**config.mk**
```make
export PLATFORM = sky130hd
export DESIGN_NAME = dotp_stream_acc
export DESIGN_NICKNAME = d
export VERILOG_FILES = /design/src/rtl/dotp_stream_acc.sv
export SDC_FILE = /design/constraint.sdc
export NUM_CORES = 1
export LEC_CHECK = 0
export ABC_AREA = 1
export ABC_CLOCK_PERIOD_IN_PS = 11000
export CAP_MARGIN = 20
export CORE_ASPECT_RATIO = 1.2
export CORE_MARGIN = 10
export CORE_UTILIZATION = 60
export CTS_CLUSTER_SIZE = 20
export DETAILED_ROUTE_END_ITERATION = 10
export MAX_ROUTING_LAYER = met4
export PLACE_DENSITY = 0.8
export SLEW_MARGIN = 25
export SYNTH_ARGS = -nofsm -noshare
export SYNTH_HDL_FRONTEND = slang
export SYNTH_SLANG_ARGS = --single-unit
```
**constraint.sdc**
```tcl
create_clock -name clk -period 11 [get_ports clk]
set_input_delay 2.75 -clock clk [delete_from_list [all_inputs] [get_ports clk]]
set_output_delay 2.75 -clock clk [all_outputs]
set_load 0.1 [all_outputs]
```
**src/rtl/dotp_stream_acc.sv**
```systemverilog
// dotp_stream_acc: pipelined streaming dot-product engine with multi-beat accumulation.
// Define DOTP_SIGNED_EN for two's-complement elements and signed-overflow flagging.
module dotp_stream_acc #(
    parameter int K  = 8,
    parameter int N  = 4,
    parameter int G  = 8,
    parameter int CW = 8,
    localparam int D  = $clog2(N),
    localparam int OW = 2*K + D + G
) (
    input  logic           clk,
    input  logic           rst,
    input  logic           in_valid,
    output logic           in_ready,
    input  logic [K*N-1:0] in_a,
    input  logic [K*N-1:0] in_b,
    input  logic           in_last,
    output logic           out_valid,
    input  logic           out_ready,
    output logic [OW-1:0]  out_data,
    output logic [CW-1:0]  out_beats,
    output logic           out_ovf
);

`ifdef DOTP_SIGNED_EN
    localparam logic SGN = 1'b1;
`else
    localparam logic SGN = 1'b0;
`endif

    localparam int PW = 2*K;
    localparam int TW = PW + D;

    logic           in_vld_d, in_vld_q, in_last_d, in_last_q;
    logic [K*N-1:0] in_a_d, in_a_q, in_b_d, in_b_q;

    logic [TW-1:0]  tree_sum;
    logic [OW-1:0]  tree_ext;
    logic           tree_vld, tree_last;

    logic [OW-1:0]  acc_d, acc_q, out_data_d, out_data_q, base, acc_sum;
    logic [CW-1:0]  cnt_d, cnt_q, cnt_inc, out_beats_d, out_beats_q;
    logic           first_d, first_q, ovf_d, ovf_q, out_ovf_d, out_ovf_q;
    logic           out_valid_d, out_valid_q;
    logic           acc_wrap, cnt_wrap, ovf_any;
    logic           en;

    // A held result with no taker freezes every stage at once.
    assign en       = !(out_valid_q && !out_ready);
    assign in_ready = en;

    always_comb begin
        in_vld_d  = in_vld_q;
        in_last_d = in_last_q;
        in_a_d    = in_a_q;
        in_b_d    = in_b_q;
        if (en) begin
            in_vld_d  = in_valid;
            in_last_d = in_last;
            in_a_d    = in_a;
            in_b_d    = in_b;
        end
    end

    always_ff @(posedge clk or negedge rst) begin
        if (!rst) begin
            in_vld_q  <= 1'b0;
            in_last_q <= 1'b0;
            in_a_q    <= '0;
            in_b_q    <= '0;
        end else begin
            in_vld_q  <= in_vld_d;
            in_last_q <= in_last_d;
            in_a_q    <= in_a_d;
            in_b_q    <= in_b_d;
        end
    end

    // Level 0 holds the lane products; level l halves the operand count and widens by one bit.
    for (genvar l = 0; l <= D; l++) begin : g_lvl
        localparam int CNT = (N + (1 << l) - 1) >> l;
        localparam int W   = PW + l;

        logic [CNT-1:0][W-1:0] sum_d, sum_q;
        logic                  vld_d, vld_q, last_d, last_q;

        if (l == 0) begin : g_prod
            always_comb begin
                sum_d  = sum_q;
                vld_d  = vld_q;
                last_d = last_q;
                if (en) begin
                    vld_d  = in_vld_q;
                    last_d = in_last_q;
                    for (int i = 0; i < N; i++) begin
                        sum_d[i] = {{K{SGN & in_a_q[K*i+K-1]}}, in_a_q[K*i +: K]}
                                 * {{K{SGN & in_b_q[K*i+K-1]}}, in_b_q[K*i +: K]};
                    end
                end
            end
        end else begin : g_tree
            localparam int PCNT = (N + (1 << (l-1)) - 1) >> (l-1);

            logic [PCNT-1:0][W-2:0] prev;
            assign prev = g_lvl[l-1].sum_q;

            always_comb begin
                sum_d  = sum_q;
                vld_d  = vld_q;
                last_d = last_q;
                if (en) begin
                    vld_d  = g_lvl[l-1].vld_q;
                    last_d = g_lvl[l-1].last_q;
                    for (int j = 0; j < CNT; j++) begin
                        if (2*j + 1 < PCNT) begin
                            sum_d[j] = {SGN & prev[2*j][W-2], prev[2*j]}
                                     + {SGN & prev[(2*j+1 < PCNT) ? 2*j+1 : 2*j][W-2],
                                        prev[(2*j+1 < PCNT) ? 2*j+1 : 2*j]};
                        end else begin
                            sum_d[j] = {SGN & prev[2*j][W-2], prev[2*j]};
                        end
                    end
                end
            end
        end

        always_ff @(posedge clk or negedge rst) begin
            if (!rst) begin
                sum_q  <= '0;
                vld_q  <= 1'b0;
                last_q <= 1'b0;
            end else begin
                sum_q  <= sum_d;
                vld_q  <= vld_d;
                last_q <= last_d;
            end
        end
    end

    assign tree_sum  = g_lvl[D].sum_q[0];
    assign tree_vld  = g_lvl[D].vld_q;
    assign tree_last = g_lvl[D].last_q;

`ifdef DOTP_SIGNED_EN
    assign tree_ext = OW'($signed(tree_sum));
`else
    assign tree_ext = OW'(tree_sum);
`endif

    always_comb begin
        base = first_q ? '0 : acc_q;
`ifdef DOTP_SIGNED_EN
        acc_sum  = base + tree_ext;
        acc_wrap = (base[OW-1] == tree_ext[OW-1]) && (acc_sum[OW-1] != base[OW-1]);
`else
        {acc_wrap, acc_sum} = {1'b0, base} + {1'b0, tree_ext};
`endif
        cnt_wrap = !first_q && (cnt_q == '1);
        cnt_inc  = first_q ? CW'(1) : cnt_q + CW'(1);
        ovf_any  = ovf_q | acc_wrap | cnt_wrap;
    end

    // A completing vector may replace a result in the same cycle it is consumed.
    always_comb begin
        acc_d       = acc_q;
        cnt_d       = cnt_q;
        first_d     = first_q;
        ovf_d       = ovf_q;
        out_data_d  = out_data_q;
        out_beats_d = out_beats_q;
        out_ovf_d   = out_ovf_q;
        out_valid_d = out_valid_q && !out_ready;
        if (tree_vld && en) begin
            if (tree_last) begin
                out_data_d  = acc_sum;
                out_beats_d = cnt_inc;
                out_ovf_d   = ovf_any;
                out_valid_d = 1'b1;
                first_d     = 1'b1;
                ovf_d       = 1'b0;
            end else begin
                acc_d   = acc_sum;
                cnt_d   = cnt_inc;
                ovf_d   = ovf_any;
                first_d = 1'b0;
            end
        end
    end

    always_ff @(posedge clk or negedge rst) begin
        if (!rst) begin
            acc_q       <= '0;
            cnt_q       <= '0;
            first_q     <= 1'b1;
            ovf_q       <= 1'b0;
            out_data_q  <= '0;
            out_beats_q <= '0;
            out_ovf_q   <= 1'b0;
            out_valid_q <= 1'b0;
        end else begin
            acc_q       <= acc_d;
            cnt_q       <= cnt_d;
            first_q     <= first_d;
            ovf_q       <= ovf_d;
            out_data_q  <= out_data_d;
            out_beats_q <= out_beats_d;
            out_ovf_q   <= out_ovf_d;
            out_valid_q <= out_valid_d;
        end
    end

    assign out_valid = out_valid_q;
    assign out_data  = out_data_q;
    assign out_beats = out_beats_q;
    assign out_ovf   = out_ovf_q;

endmodule

```
* After elaboration in Yosys (flattened, before gate mapping) *
Cells that the tools add are included.

storage, ports and cells
  output and inout bits = 37
  logic and storage cells = 52
  input port bits = 69
  bits in registers = 260

operators by class
  $mul = 4
  eq/ne operators = 1
  muxes and demuxes = 6
  $add $sub $neg = 5
  bitwise logic cells = 3
  reduce and logical (&&, ||, !) cells = 8

operators with widths
  operator                                     number
  multiplier 8 x 8 -> 16 bit                   4
  adder 16 x 16 -> 17 bit                      2
  adder 26 x 18 -> 27 bit                      1
  two-way mux 26 bit                           1
  adder 17 x 17 -> 18 bit                      1
  adder 8 x 1 -> 8 bit, second input constant  1
  equality test 8 bit, second input constant   1
  two-way mux 8 bit                            1
  two-way mux 1 bit                            4
  AND reduction 2 bit                          2
  logical AND 1 bit                            3
  zero test 1 bit                              3
  bitwise OR 1 bit                             2
  NOT 1 bit                                    1

* Logic depth before layout (Yosys ltp) *
Gate-level depths: netlist of run 1.

  depth after elaboration = 5
  mapped depth = 21
  depth with buffers taken out = 20

* Worst setup path before layout of run 1 *
Ideal clock, no wire load.

  path kind = in2out
  start = input out_ready
  end = output in_ready
  arrival = 4.057 ns
  stages = 4
  path slack = 4.193 ns
  required time = 8.250 ns
  cells stage by stage = nor2_2 > inv_2 > buf_2 > buf_1

on the way
  longest elaborated chain between the ends = 3

RTL lines
  element            line  source
  from (decl)        19    input logic out_ready,
  zero test 1 bit    49    assign en = !(out_valid_q && !out_ready);
  logical AND 1 bit  49
  zero test 1 bit    49
  to (decl)          14    output logic in_ready,

Every way passes these cells.

* Worst setup path in the final report of run 1 *
Ends and elaborated chain as after synthesis.

==> run_results.csv, run 1 <==
group,metric,value,unit
timing,tightest_slew,1.01,ns
cts,cts.htree.levels,1,
cts,ctsHoldBuffers,0,
run_status,outcome,"completed",
timing,slew_viol_final,0,
route,wl,55.7,mm
timing,slew_headroom,32.1,%
die,die-height,236,µm
grt,grt_max_degree,122,
setup_path,r2r_end,"g_lvl[0].sum_q[57]$_DFFE_PN0N_",
logic_synthesis,synth_ff_type,"dfrtp_1",
cts,cts.sinks,260,
placed_design,port_buffers,105,
logic_synthesis,async_flop_share,100,%
logic_synthesis,synth_warnings,0,
cts,clk_latency,0.59,ns
route,dr.pass1.iters,6,
timing,hold-worst-slack,0.469,ns
cells_and_area,final_nets,3676,
setup_path,critPathMaxStageDelay,1.28,ns
cts,clockBufferDepth,3,
route,drtIter0Drc,1060,
setup_path,ff2ff_path_depth,14,
die,num_rows,79,
setup_path,end_kind,"output port",
timing,max_freq,0.118,GHz
timing,finalSetupViolations,0,
setup_path,setup.worst_path.start_class,"primary input",
grt,grt_pass1_vias,20200,
logic_synthesis,synth_area,23300,µm²
cts,numCtsBuffers,30,
setup_path,rrSetupSlack,6.69,ns
setup_path,cp_max_fo,119,
route,num_vias,19900,
timing,setup_ws,2.51,ns
setup_path,path_cells,"clkdlybuf4s50_1, nor2_4, buf_4, inv_6, clkdlybuf4s50_1",
timing,fin_setup_tns,0,ns
timing,rsz0062_at_grt,"false",
route,ant_nets,0,
cells_and_area,nFillCells,3323,
route,wl_per_cell,14.8,µm
logic_synthesis,syn_avg_cell_area,7.23,µm²
setup_path,setup.worst_path.end,"in_ready",
logic_synthesis,synth_enable_flop_cells,0,
setup_path,crit_start,"out_ready",
placed_design,dp_hpwl,43.4,mm
cts,post_cts_buffers,0,
run,drv_cap,0,
die,core-area,38500,µm²
logic_synthesis,ys_ff_latch,260,
setup_path,arrival,5.74,ns
cells_and_area,drive_above_1_share,3.94,%
setup_path,worst-setup-path-type,"in -> out",
min_path,hold_path.class,"reg -> reg",
logic_synthesis,synth_seq_area_share,27.9,%
die,die_area,47200,µm²
placed_design,routabilityCongestion,0.955,
die,start_util,60.5,%
placed_design,post-place-ws,2.51,ns
die,ios,106,
logic_synthesis,synth_cell_types,46,
route,wl_met2,28.6,mm
route,viasPerCell,5.29,
timing,fin_worst_skew,0.0291,ns
timing,fin_crit,8.49,ns
route,m1WireLength,23.2,mm
logic_synthesis,synth_nets,3655,
setup_path,r2r-start,"in_a_q[25]$_DFFE_PN0N_",
cells_and_area,final_cell_mix,"1056 x nand2_1, 630 x inv_1, 259 x dfrtp_1",
cts,cts_root_buf,"clkbuf_16",
setup_path,cpMostUsedCell,"clkdlybuf4s50_1",
grt,grt_overflow_total,0,
cts,cts_tree,"built",
cells_and_area,final_area,25700,µm²
cells_and_area,mostFrequentLayoutCell,"nand2_1",
cts,ctsResizeCount,0,
route,route.detailed.drc,0,
grt,globalRouteTotalUtil,24.9,%
route,wl_met3,2.46,mm
die,dieWidth,200,µm
grt,grt_pass1_wl,95.5,mm
cells_and_area,area_delta_synth_final,10.1,%
setup_path,crit_slowest_cell,"clkdlybuf4s50_1",
timing,fin_crit_sh,77.2,%
placed_design,dpl_cell_area,24500,µm²
cts,clk_pin_slew,0.06,ns
cells_and_area,ff_latch_area,6510,µm²
cells_and_area,diodes,0,
route,top_layer,"met4",
setup_path,crit_required,8.25,ns
grt,antenna_found_initial,0,
logic_synthesis,postSynthCellCount,3226,
timing,hold_viol,0,
cells_and_area,multi_input_area,13900,µm²
[per-layer routing]
metal / up-vias / GRT usage [%]
met5: - / -
met2: 514 / 44.2
li1: 9908 / -
met4: 0 / 6.99
met3: 108 / 2.28
met1: 9345 / 29.2
[per-stage QoR]
stage / instances / util [%]
final: 3757 / 66.6
after global routing: 3757 / 66.6
after CTS: 3757 / 66.6
after detailed placement: 3701 / 63.6
after global placement: 3701 / 63.6
after floorplan: 3226 / -
[registers in the layout, summed over array words and instances (netlist names)]
register	count
acc_q	26
out_beats	8
cnt_q	8
out_valid	1
in_vld_q	1
in_a_q	32
in_last_q	1
g_lvl.sum_q	116
first_q	1
in_b_q	32
g_lvl.last_q	3
g_lvl.vld_q	3
out_ovf	1
out_data	26
ovf_q	1
[worst min path at each step]
stage | depth (start not counted) | from | slack, ns | end
after floorplan | 2 | in_last_q$_DFFE_PN0N_ | 0.44 | g_lvl[0].last_q$_DFFE_PN0N_
after global placement | 2 | in_vld_q$_DFFE_PN0N_ | 0.45 | g_lvl[0].vld_q$_DFFE_PN0N_
after detailed placement | 2 | in_vld_q$_DFFE_PN0N_ | 0.46 | g_lvl[0].vld_q$_DFFE_PN0N_
after CTS | 2 | in_vld_q$_DFFE_PN0N_ | 0.47 | g_lvl[0].vld_q$_DFFE_PN0N_
after global routing | 2 | in_vld_q$_DFFE_PN0N_ | 0.49 | g_lvl[0].vld_q$_DFFE_PN0N_
final | 2 | in_vld_q$_DFFE_PN0N_ | 0.47 | g_lvl[0].vld_q$_DFFE_PN0N_
[worst max-delay path, delay by kind of cell]
family,cells,cell delay [ns]
buf+inv,4,2.89
simple gates,1,0.05
[area by class of cell]
cell class                 count  area share, %
multi-input combinational   2208           54.1
timing repair buffer         112           4.33
tap                          486           2.37
clock inverter                17           1.18
sequential                   260           25.3
clock buffer                  39           3.33
inverter                     635           9.33
[cell usage after synthesis (7+ instances only)]
library cell	number	share of area (%)
a21oi_1	85	1.8
nand2_2	13	0.35
nand3b_1	8	0.26
nor2_1	159	2.6
buf_1	7	0.11
xnor2_1	28	1.1
ha_1	212	11
buf_2	19	0.41
nor2_4	7	0.34
nor3_1	22	0.47
a31oi_1	39	1.0
nor2_2	14	0.38
or2_2	10	0.27
nand4_1	33	0.89
a21o_1	10	0.32
o21ai_0	126	2.7
clkbuf_1	83	1.3
nand2_1	1056	17
dfrtp_1	259	28
inv_1	631	10
buf_4	11	0.35
o21bai_1	11	0.35
fa_1	148	13
o21ai_1	18	0.39
xor2_1	9	0.34
nand3_1	162	3.5
[cells by family (layout without fill, tap and decap cells)]
family	Yosys count	count (layout)	synth area share [%]
AND/OR/NAND/NOR	1496	1496	26.4
XOR/XNOR	37	37	1.39
buffers and inverters	758	803	12.6
flip-flops	260	260	27.9
AO/OA/AOI/OAI	315	315	7.61
adder cells (fa/ha/maj)	360	360	24.1
Power of run 1 is left out: the tool's default activity adds up to more than one toggle a clock period on the data nets, which glitch-free logic cannot reach.
==> run 2: changes to the inputs <==
--- a/config.mk
+++ b/config.mk
@@ -6,7 +6,7 @@
 export NUM_CORES = 1
 export LEC_CHECK = 0
 export ABC_AREA = 1
-export ABC_CLOCK_PERIOD_IN_PS = 11000
+export ABC_CLOCK_PERIOD_IN_PS = 8000
 export CAP_MARGIN = 20
 export CORE_ASPECT_RATIO = 1.2
 export CORE_MARGIN = 10
==> constraint.sdc (replaced) <==
create_clock -name clk -period 8 [get_ports clk]
set_input_delay 2 -clock clk [delete_from_list [all_inputs] [get_ports clk]]
set_output_delay 2 -clock clk [all_outputs]
set_load 0.1 [all_outputs]
==> run 2 against run 1 <==
Utilization is 0.50 points lower. Clock skew shrank 0.018 ns. Via count down 0.34%. Highest routed layer unchanged.
==> run_results.csv, run 2 (synthesized netlist as in run 1, its figures left out) <==
group,metric,value,unit
setup_path,critPathMaxStageDelay,1.23,ns
timing,max_freq,0.163,GHz
cts,cts_tree,"built",
route,drtIter0Drc,1288,
timing,slew_headroom,32.9,%
route,route.detailed.drc,0,
cts,numCtsBuffers,29,
die,start_util,60.5,%
setup_path,cp_max_fo,62,
grt,grt_max_degree,151,
route,viasPerCell,5.28,
cells_and_area,diodes,0,
cts,clk_latency,0.57,ns
route,num_vias,19800,
cells_and_area,mostFrequentLayoutCell,"nand2_1",
grt,grt_pass1_vias,20300,
timing,tightest_slew,1.00,ns
cts,cts.sinks,260,
die,dieWidth,200,µm
setup_path,worst-setup-path-type,"in -> out",
die,die_area,47200,µm²
cells_and_area,largest_reg_flops,116,
cts,post_cts_buffers,0,
setup_path,end_kind,"output port",
setup_path,crit_slowest_cell,"clkdlybuf4s50_1",
route,dr.pass1.iters,5,
timing,fin_setup_tns,0,ns
placed_design,port_buffers,105,
run,drv_cap,0,
cells_and_area,final_nets,3676,
cells_and_area,area_delta_synth_final,9.30,%
grt,grt_overflow_total,0,
run_status,outcome,"completed",
cells_and_area,nFillCells,3380,
cts,cts_root_buf,"clkbuf_16",
die,num_rows,79,
min_path,hold_path.class,"reg -> reg",
cts,clockBufferDepth,3,
die,die-height,236,µm
timing,finalSetupViolations,0,
route,wl_per_cell,14.7,µm
timing,slew_viol_final,0,
timing,rsz0062_at_grt,"false",
setup_path,arrival,4.13,ns
timing,fin_worst_skew,0.0113,ns
route,wl,55.3,mm
timing,hold_viol,0,
placed_design,routabilityCongestion,0.930,
route,ant_nets,0,
setup_path,setup.worst_path.start_class,"primary input",
cts,clk_pin_slew,0.06,ns
cells_and_area,largest-register,"g_lvl.sum_q",
placed_design,dp_hpwl,43.3,mm
cts,cts.htree.levels,1,
setup_path,cpMostUsedCell,"clkdlybuf4s50_1",
die,ios,106,
grt,globalRouteTotalUtil,24.7,%
die,core-area,38500,µm²
cells_and_area,final_cell_mix,"1056 x nand2_1, 630 x inv_1, 259 x dfrtp_1",
timing,fin_crit,6.13,ns
cells_and_area,reg_top3,"g_lvl.sum_q (116), in_a_q (32), in_b_q (32)",
cts,ctsResizeCount,0,
timing,fin_crit_sh,76.7,%
grt,antenna_found_initial,0,
setup_path,path_cells,"clkdlybuf4s50_1, nor2_4, inv_6, clkdlybuf4s50_1",
setup_path,crit_required,6.00,ns
setup_path,rrSetupSlack,3.75,ns
grt,grt_pass1_wl,94.8,mm
cts,ctsHoldBuffers,0,
cells_and_area,drive_above_1_share,3.67,%
[run 2: cell types whose count changed in the layout (fill, tap and decap cells not counted), sizes merged]
cell	delta
bufinv	-5
clkbuf	+4
inv	-3
clkinv	-2
clkinvlp	+2
buf	+1
[run 2: worst max-delay path, delay by kind of cell]
| kind | cells | cell delay [ns] |
|---|---|---|
| simple gates | 1 | 0.07 |
| buf+inv | 3 | 2.06 |
[run 2: area by class of cell]
cell class	instances	area, µm²	share of cell area (%)
multi-input combinational	2208	13900	54.5
sequential	260	6510	25.5
inverter	635	2400	9.40
timing repair buffer	113	1130	4.44
clock buffer	43	828	3.25
tap	486	608	2.39
clock inverter	9	125	0.491
[run 2: final timing paths]
check / from / to / depth (start not counted)
setup reg to reg: in_b_q[15]$_DFFE_PN0N_ / g_lvl[0].sum_q[28]$_DFFE_PN0N_ / 16
setup / recovery: out_ready / in_ready / 4
hold / removal: out_beats[2]$_DFFE_PN0P_ / out_beats[2]$_DFFE_PN0P_ / 2
min in group asynchronous: rst / out_beats[3]$_DFFE_PN0P_ / 1
hold reg to reg: out_beats[2]$_DFFE_PN0P_ / out_beats[2]$_DFFE_PN0P_ / 2
max in group asynchronous: rst / in_a_q[20]$_DFFE_PN0N_ / 2
[run 2: layer usage]
metal	vias up	wire [µm]	global-route usage, %	share of wire (%)
met5	-	0	-	0
met4	0	2120	9.51	3.8
met3	116	2170	2.26	3.9
met2	425	28000	43.2	51
met1	9337	23100	28.7	42
li1	9929	-	-	-
[run 2: metrics by stage]
step	hold slack, ns	setup WS (ns)	util (%)	cells	instance area (µm²)
detailed placement	0.457	1.85	63.6	3702	24500
CTS	0.473	1.84	66.1	3754	25500
finish	0.474	1.87	66.1	3754	25500
global placement	0.454	1.84	63.6	3702	24500
global route	0.496	1.80	66.1	3754	25500
floorplan	0.442	2.69	-	3226	23300
Power of run 2 is left out for the same reason.
